[src/rtl/pipe_ctrl_pkg.sv]
// Shared types and constants for the pipeline control blocks.
// Hazard sequencer states, register-index width and the x0 helper live here.
package pipe_ctrl_pkg;

  localparam int REG_IDX_W = 5;
  localparam logic [REG_IDX_W-1:0] ZERO_REG = '0;

  // Bubble counter width; covers LOAD_STALL_CYC up to 15.
  localparam int BUB_W = 4;

  typedef enum logic [1:0] {
    RUN      = 2'd0,
    LU_STALL = 2'd1,
    MEM_WAIT = 2'd2
  } hz_state_e;

  // A source operand depends on a destination only if it is actually read
  // and the destination is not the hard-wired zero register.
  function automatic logic src_dep(input logic                 used,
                                   input logic [REG_IDX_W-1:0] rs,
                                   input logic [REG_IDX_W-1:0] rd);
    return used && (rs == rd) && (rd != ZERO_REG);
  endfunction

endpackage

[src/rtl/sat_counter.sv]
// Up-counter that sticks at all-ones instead of wrapping.
module sat_counter #(
  parameter int unsigned W = 32
) (
  input  logic         clock,
  input  logic         reset,
  input  logic         inc,
  output logic [W-1:0] count
);

  logic [W-1:0] count_q, count_d;

  always_comb begin
    count_d = count_q;
    if (inc && (count_q != '1)) count_d = count_q + W'(1);
  end

  always_ff @(posedge clock or posedge reset) begin
    if (reset) count_q <= '0;
    else       count_q <= count_d;
  end

  assign count = count_q;

endmodule

[src/rtl/hazard_stall_ctrl.sv]
// Load-use / memory-busy / branch-flush sequencer for the 5-stage core.
// Stage enables and flushes are combinational off the registered state.
module hazard_stall_ctrl
  import pipe_ctrl_pkg::*;
#(
  parameter int unsigned LOAD_STALL_CYC = 1,
  parameter int unsigned CNT_W          = 32
) (
  input  logic                 clock,
  input  logic                 reset,
  input  logic                 if_id_valid,
  input  logic [REG_IDX_W-1:0] if_id_rs1,
  input  logic [REG_IDX_W-1:0] if_id_rs2,
  input  logic                 if_id_rs1_used,
  input  logic                 if_id_rs2_used,
  input  logic                 id_ex_valid,
  input  logic                 id_ex_rd_mem,
  input  logic [REG_IDX_W-1:0] id_ex_dest_reg_idx,
  input  logic                 ex_take_branch,
  input  logic                 mem_busy,
  output logic                 pc_en,
  output logic                 if_id_en,
  output logic                 id_ex_en,
  output logic                 ex_mem_en,
  output logic                 mem_wb_en,
  output logic                 if_id_flush,
  output logic                 id_ex_flush,
  output logic                 stall,
  output logic [CNT_W-1:0]     stall_cycles,
  output logic [CNT_W-1:0]     flush_count
);

  hz_state_e        state_q, state_d, eff_st;
  logic [BUB_W-1:0] bub_q, bub_d;
  logic             lu_hit;
  logic             br_fire;

  assign lu_hit = id_ex_valid && id_ex_rd_mem && if_id_valid &&
                  (src_dep(if_id_rs1_used, if_id_rs1, id_ex_dest_reg_idx) ||
                   src_dep(if_id_rs2_used, if_id_rs2, id_ex_dest_reg_idx));

  // Once memory frees up, this cycle behaves as whichever state we resume into.
  always_comb begin
    eff_st = state_q;
    if (state_q == MEM_WAIT) eff_st = (bub_q != '0) ? LU_STALL : RUN;
  end

  assign br_fire = ex_take_branch && !mem_busy && !reset;

  always_ff @(posedge clock or posedge reset) begin
    if (reset) begin
      state_q <= RUN;
      bub_q   <= '0;
    end else begin
      state_q <= state_d;
      bub_q   <= bub_d;
    end
  end

  always_comb begin
    state_d = eff_st;
    bub_d   = bub_q;
    if (mem_busy) begin
      state_d = MEM_WAIT;
    end else if (ex_take_branch) begin
      state_d = RUN;
      bub_d   = '0;
    end else begin
      case (eff_st)
        LU_STALL: begin
          bub_d   = bub_q - BUB_W'(1);
          state_d = (bub_q == BUB_W'(1)) ? RUN : LU_STALL;
        end
        default: begin
          state_d = RUN;
          if (lu_hit && (LOAD_STALL_CYC > 1)) begin
            bub_d   = BUB_W'(LOAD_STALL_CYC - 1);
            state_d = LU_STALL;
          end
        end
      endcase
    end
  end

  always_comb begin
    {pc_en, if_id_en, id_ex_en, ex_mem_en, mem_wb_en} = 5'b11111;
    if_id_flush = 1'b0;
    id_ex_flush = 1'b0;
    stall       = 1'b0;
    if (reset) begin
      {pc_en, if_id_en, id_ex_en, ex_mem_en, mem_wb_en} = 5'b00000;
      if_id_flush = 1'b1;
      id_ex_flush = 1'b1;
    end else if (mem_busy) begin
      {pc_en, if_id_en, id_ex_en, ex_mem_en, mem_wb_en} = 5'b00000;
      stall = 1'b1;
    end else if (ex_take_branch) begin
      if_id_flush = 1'b1;
      id_ex_flush = 1'b1;
    end else if ((eff_st == LU_STALL) || lu_hit) begin
      // Hold PC and IF/ID, push a bubble into ID/EX, let the back end drain.
      pc_en       = 1'b0;
      if_id_en    = 1'b0;
      id_ex_flush = 1'b1;
      stall       = 1'b1;
    end
  end

  sat_counter #(.W(CNT_W)) u_stall_cnt (
    .clock (clock),
    .reset (reset),
    .inc   (stall),
    .count (stall_cycles)
  );

  sat_counter #(.W(CNT_W)) u_flush_cnt (
    .clock (clock),
    .reset (reset),
    .inc   (br_fire),
    .count (flush_count)
  );

endmodule

[config.mk]
export PLATFORM = sky130hd
export DESIGN_NAME = hazard_stall_ctrl
export DESIGN_NICKNAME = d
export VERILOG_FILES = /design/src/rtl/pipe_ctrl_pkg.sv /design/src/rtl/sat_counter.sv /design/src/rtl/hazard_stall_ctrl.sv
export SDC_FILE = /design/constraint.sdc
export NUM_CORES = 1
export LEC_CHECK = 0
export BUFFER_PORTS_ARGS = -buffer_cell sky130_fd_sc_hd__clkbuf_2
export CORE_MARGIN = 3
export CORE_UTILIZATION = 47
export CTS_BUF_LIST = sky130_fd_sc_hd__clkbuf_16
export DETAILED_ROUTE_END_ITERATION = 8
export PLACE_DENSITY = 0.74
export RECOVER_POWER = 50
export SLEW_MARGIN = 25
export SYNTH_ARGS = -nofsm -noshare
export SYNTH_HDL_FRONTEND = slang
export SYNTH_SLANG_ARGS = --single-unit
[constraint.sdc]
create_clock -name clock -period 3.5 [get_ports clock]
set_input_delay 0.7 -clock clock [delete_from_list [all_inputs] [get_ports clock]]
set_output_delay 0.7 -clock clock [all_outputs]
set_load 0.02 [all_outputs]
==> results of run 1 <==
-- routing by layer --
layer | GRT usage [%] | routed length [um]
met3 | 6.32 | 458
met1 | 24.0 | 3380
met5 | 0 | 0
met2 | 32.9 | 3960
met4 | 6.06 | 43
-- worst reg2reg max path, cell delays in order (launching register included) --
cell and delay [ns]:
dfrtp_1 0.40, ha_1 0.20, and4_1 0.28, nand4_1 0.17
nor3_1 0.37, a31oi_1 0.16, o21a_4 0.26, and4_1 0.26
xor2_1 0.13
-- cell families after synthesis --
family          Yosys count  synth area share, %
simple gates            132                 21.1
flops                    70                 50.5
buf+inv                  16                 2.78
fa+ha+maj                 5                 1.80
compound gates           21                 4.51
mux                       3                 1.05
xor+xnor                 72                 18.2
-- through the flow --
step	utilization, %	worst slack (ns)
6_report	61.1	0.627
4_1_cts	61.8	0.631
2_1_floorplan	-	0.156
3_5_place_dp	57.3	0.631
3_3_place_gp	57.3	0.699
5_1_grt	61.1	0.515
-- worst max path at each step --
stage / endpoint / slack [ns] / depth (start not counted)
CTS: pc_en / 0.63 / 6
floorplan: stall / 0.16 / 3
global route: if_id_en / 0.52 / 6
global placement: if_id_en / 0.70 / 6
finish: pc_en / 0.63 / 6
detailed placement: pc_en / 0.63 / 6
-- sequential cells by signal, indices dropped and copies added (netlist names) --
| register | cells |
|---|---|
| bub_q | 4 |
| state_q | 2 |
| u_flush_cnt.count | 32 |
| u_stall_cnt.count | 32 |
-- placed cells by master, fill, tap and decap left out, types with 2 or more instances in the layout --
| master | Yosys | final |
|---|---|---|
| bufinv_16 | 0 | 2 |
| nand2_1 | 18 | 18 |
| inv_1 | 6 | 5 |
| nand4_1 | 25 | 25 |
| ha_1 | 5 | 5 |
| o21ai_0 | 4 | 4 |
| a21o_1 | 2 | 2 |
| clkbuf_16 | 0 | 9 |
| clkbuf_2 | 0 | 61 |
| xor2_1 | 15 | 15 |
| a21oi_1 | 4 | 4 |
| and3_1 | 15 | 15 |
| nor3_1 | 5 | 5 |
| and4_1 | 11 | 11 |
| xnor2_1 | 57 | 57 |
| clkinv_2 | 0 | 2 |
| and2_1 | 3 | 3 |
| clkbuf_1 | 2 | 35 |
| dfrtp_1 | 70 | 70 |
| clkinvlp_4 | 0 | 2 |
| nor4_1 | 5 | 5 |
| nand3_1 | 31 | 31 |
| nor2_1 | 15 | 15 |
-- power by group through the flow --
stage	Clock (mW)	Combinational, mW	Sequential (mW)
floorplan	0	0.270	1.06
global placement	0	0.461	0.998
detailed placement	0	0.471	1.00
CTS	0.976	0.472	0.991
global route	1.01	0.517	1.01
finish	0.956	0.459	0.991
-- layout make-up --
type,instances,share of cell area [%]
clock buffers,9,5.28
inverters,6,0.557
repair buffers,96,10.2
flip-flops and latches,70,41.1
multi-input cells,233,38.0
well taps,96,2.82
clock inverters,7,2.08
==> metrics.txt, run 1 <==
IO Port Bufs=95; cell area after layout=around 0.0043 sq mm; CP max FO=4; register area=0.00175 sq mm; Initial DRT Pass Iterations=4; Post-synth EDFFs=0; clk buf depth=2; drc violations=0; hold path cells=1; setup violators final=0; #FFs+latches synth=70; Clock Skew=0.00747 ns; Fillers=614; Vias/cell=between 5 and 6; antenna violations before repair=0; RSZ-0062 raised after global routing=no; Worst R2R Start=u_stall_cnt.count[0]; io pins=96; die width=just over 90 um; most frequent cell on the critical path=clkbuf_2; Slew Limit Fails=71; Yosys cell types=39; cell row count=30; initial drt markers=111; Die ar.=0.00844 sq mm; Clk pwr share=39.7%; Pwr Total=between 2 and 2.5 mW; WP data arrival=2.17 ns; sequential power share=41.2%; Placer Congestion=0.855; Setup crit start kind=input pin; Die H=91.9 um; Min-Delay Endpoint=u_flush_cnt.count[11]; WP buf/inv=2; worst hold slack=0.484 ns; LEAKAGE=1.94 nW; crit path time final=2.87 ns; slowest cell on the critical path=or4_1; Post-Route WL=around 8 mm; sw power=720 uW; global-route usage over all layers=19.6%; status=finished with violations; max_cap viols=1; crit path kind=in -> out; Wirelength per Cell=15.2 um; Core Area=0.00698 sq mm; setup bufs post-CTS=0; Area growth, synth to finish=23.0%; placed cell count=501; post-synthesis net count=348; vias=2728; Starting Density=around 50%; post-CTS sizing=0; Reg clk slew, reported paths=~0.060 ns; failing checks=max-capacitance violations, max-slew violations; Root Driver=clkbuf_16; final worst-path cycle share=82.1%; Post-DP HPWL=5.72 mm; leading area contributor after synthesis=dfrtp_1; CP endpoint kind=output pin; critical path required time=2.80 ns; Critical Path Source=id_ex_dest_reg_idx[1]; Mapped Area=0.00347 sq mm; Sw Share=29.9%; FF-to-FF setup slack=1.16 ns; Rel. slew slack=-10.5%; share of cells above drive strength 1=20.2%; Syn. warnings=0; first-pass GRT wire length=13.3 mm; Post-synth ARST share=100%; number of CTS-inserted buffers=9; hold crit path type=reg -> reg; worst r2r path cells=8; Syn Area/Cell=between 10 and 15 sq um; Fin Setup TNS=0 ns; worst vdd ir=~420 uV; vias in the first global route=2777; clock latency on the worst-skew pair=0.32 ns; post-synth top area share=50.5%; gr ovfl total=0; count leader, synth=dfrtp_1; Final nets=between 400 and 500; Synth area leaders=dfrtp_1, xnor2_1, nand4_1; max incr delay on CP=0.55 ns; Gate power share=a little under a fifth; final hold vios=0; worst slew pin tran=1.66 ns; Synth Flop Type=dfrtp_1; Multi-input gate area=0.00162 sq mm; PD cells=564 mW/mm^2; diode count=0; largest net degree at the start of global routing=71; internal power=1.69 mW; Post-Syn Instances=319; TritonCTS clock tree=built; Worst path top cell family by delay=compound AO/OA/AOI/OAI gates; hold path start=u_flush_cnt.count[11]; Layout Cells excl Fill=517; CP cell instances=clkbuf_2 -> or4_1 -> o2111ai_2 -> o21ai_2 -> a21boi_0 -> clkbuf_2; Max Freq=348 MHz; clock sink count=70; hold-fix buffers at CTS=0; r2r endpoint=u_stall_cnt.count[4]; top cells by count, synth=dfrtp_1, xnor2_1, nand3_1, nand4_1, nand2_1; sequential area share after synthesis=50.5%; placed cell area=0.00400 sq mm; antenna-violating nets left=0; Clock H-tree levels=3
(Power assumes the default switching activity.)
==> inputs of run 2 (changes only) <==
clock period = 2.55 ns   (was 3.5 ns; I/O delays follow)
==> metrics.txt, run 2 (synthesis results as in run 1) <==
status=finished with violations (unchanged); failing checks=max-capacitance violations, max-slew violations (unchanged); Core Area=0.00698 sq mm (unchanged); cell row count=30 (unchanged); Initial DRT Pass Iterations=4 (unchanged); setup bufs post-CTS=0 (unchanged); Crit path depth=6 (unchanged); PD cells=769 mW/mm^2 (was 564 mW/mm^2); diode count=0 (unchanged); Worst path top cell family by delay=simple AND/OR/NAND/NOR gates (was compound AO/OA/AOI/OAI gates); TritonCTS clock tree=built (unchanged); cell area after layout=0.00429 sq mm (was 0.00427 sq mm); most frequent cell on the critical path=clkbuf_2 (unchanged); leading cell type in the layout, fill and taps excluded=dfrtp_1 (unchanged); CP cell instances=clkbuf_2 -> or4_1 -> o2111ai_2 -> o21ai_2 -> a21boi_1 -> clkbuf_2 (was clkbuf_2 -> or4_1 -> o2111ai_2 -> o21ai_2 -> a21boi_0 -> clkbuf_2); WP buf/inv=2 (unchanged); Die ar.=0.00844 sq mm (unchanged); DP Worst Slack=0.142 ns (was 0.631 ns); r2r endpoint=u_stall_cnt.count[4] (unchanged); Layout Cells excl Fill=518 (was 517); Clock Skew=0.00733 ns (was 0.00747 ns); worst slew pin tran=1.68 ns (was 1.66 ns); clk buf depth=2 (unchanged); worst r2r path cells=8 (unchanged); LEAKAGE=1.94 nW (about the same); Die H=91.9 um (unchanged); Setup crit start kind=input pin (unchanged); setup violators final=0 (unchanged); Worst setup endpoint=pc_en (unchanged); Post-Route WL=7.50 mm (was 7.85 mm); crit path kind=in -> out (unchanged); max_cap viols=1 (unchanged); Area growth, synth to finish=23.6% (was 23.0%); global-route usage over all layers=18.7% (was 19.6%); Pwr Total=3.30 mW (was 2.41 mW); RSZ-0062 raised after global routing=no (unchanged); final worst-path cycle share=94.4%; WP data arrival=1.90 ns (was 2.17 ns); placed cell area=0.00402 sq mm (was 0.00400 sq mm); drc violations=0 (unchanged); Multi-input gate area=0.00163 sq mm (was 0.00162 sq mm); most frequent cells in the layout=dfrtp_1, clkbuf_2, xnor2_1 (unchanged); Wirelength per Cell=14.5 um (was 15.2 um); Slew Limit Fails=71 (unchanged); Fin Setup TNS=0 ns (unchanged); Placer Congestion=0.822 (was 0.855); final hold vios=0 (unchanged); vias in the first global route=2614 (was 2777); io pins=96 (unchanged); antenna-violating nets left=0 (unchanged); die width=91.9 um (unchanged); largest net degree at the start of global routing=71 (unchanged); first-pass GRT wire length=12.8 mm (was 13.3 mm); max incr delay on CP=0.53 ns (was 0.55 ns); hold crit path type=reg -> reg (unchanged); share of cells above drive strength 1=20.4% (was 20.2%); Starting Density=49.7% (unchanged); clock latency on the worst-skew pair=0.33 ns (was 0.32 ns); FF-to-FF setup slack=0.26 ns (was 1.16 ns); gr ovfl total=0 (unchanged); Critical Path Source=id_ex_dest_reg_idx[1] (unchanged); Reg clk slew, reported paths=0.06 ns (about the same); antenna violations before repair=0 (unchanged); vias=2732 (was 2728); final core area utilization=61.4% (was 61.1%); critical path required time=2.04 ns (was 2.80 ns); Max Freq=415 MHz; Root Driver=clkbuf_16 (unchanged); clock sink count=70 (unchanged); Final nets=446 (was 445); Rel. slew slack=-12.1% (was -10.5%); Fillers=626 (was 614); CP max FO=4 (unchanged); register area=0.00175 sq mm (unchanged); placed cell count=502 (was 501); slowest cell on the critical path=or4_1 (unchanged); IO Port Bufs=95 (unchanged); number of CTS-inserted buffers=9 (unchanged); initial drt markers=104 (was 111); Worst R2R Start=u_stall_cnt.count[0] (unchanged); worst hold slack=0.489 ns (was 0.484 ns); worst vdd ir=558 uV (was 423 uV); crit path time final=~2.4 ns; Clock H-tree levels=3 (unchanged); Vias/cell=5.27 (was 5.28); CP endpoint kind=output pin (unchanged); Post-DP HPWL=5.52 mm (was 5.72 mm); setup ws final=0.142 ns (was 0.627 ns)
[run 2: cell types whose count changed in the layout (fill, tap and decap cells not counted)]
cell,before,now
clkbuf_1,35,37
clkbuf_2,61,59
a21boi_0,1,0
a21boi_1,0,1
a21oi_1,4,3
a21oi_2,0,1
buf_4,0,1
o21ai_0,4,3
o21ai_4,0,1
[run 2: cell type report]
cell class              count  share of cell area [%]
well taps                  96                    2.80
clock buffers               9                    5.26
flip-flops and latches     70                    40.9
multi-input cells         233                    38.1
inverters                   6                   0.555
repair buffers             97                    10.3
clock inverters             7                    2.07
[run 2: worst min-delay path by stage]
stage | cells past startpoint | slack (ns) | startpoint | end
3_5_place_dp | 1 | 0.48 | u_flush_cnt.count[31] | u_flush_cnt.count[31]
2_1_floorplan | 1 | 0.47 | bub_q[2] | bub_q[2]
6_report | 1 | 0.49 | u_flush_cnt.count[11] | u_flush_cnt.count[11]
4_1_cts | 1 | 0.44 | mem_busy | state_q[1]
3_3_place_gp | 1 | 0.48 | u_stall_cnt.count[7] | u_stall_cnt.count[7]
5_1_grt | 1 | 0.52 | u_stall_cnt.count[27] | u_stall_cnt.count[27]
[run 2: metal layers]
layer | up-vias | share of wire, % | GRT usage [%]
met5 | - | 0 | 0
met4 | 0 | 0.73 | 5.94
met3 | 6 | 4.1 | 4.59
met2 | 60 | 47 | 29.4
met1 | 1343 | 48 | 25.5
li1 | 1323 | - | -
[run 2: where the power goes]
group	total, mW	leakage [nW]	internal (mW)	switching, mW
Combinational	0.638	0.837	0.244	0.394
Clock	1.30	0.149	0.848	0.451
Sequential	1.36	0.956	1.23	0.132
Total	3.30	1.94	2.32	0.978
[run 2: what timing repair did]
| item | 4_1_cts | 5_1_grt |
|---|---|---|
| hold buffers | 0 | 0 |
| hold endpoints to repair | 0 | 0 |
| endpoints found under the setup margin | 0 | 2 |
| resized for setup | 0 | 1 |
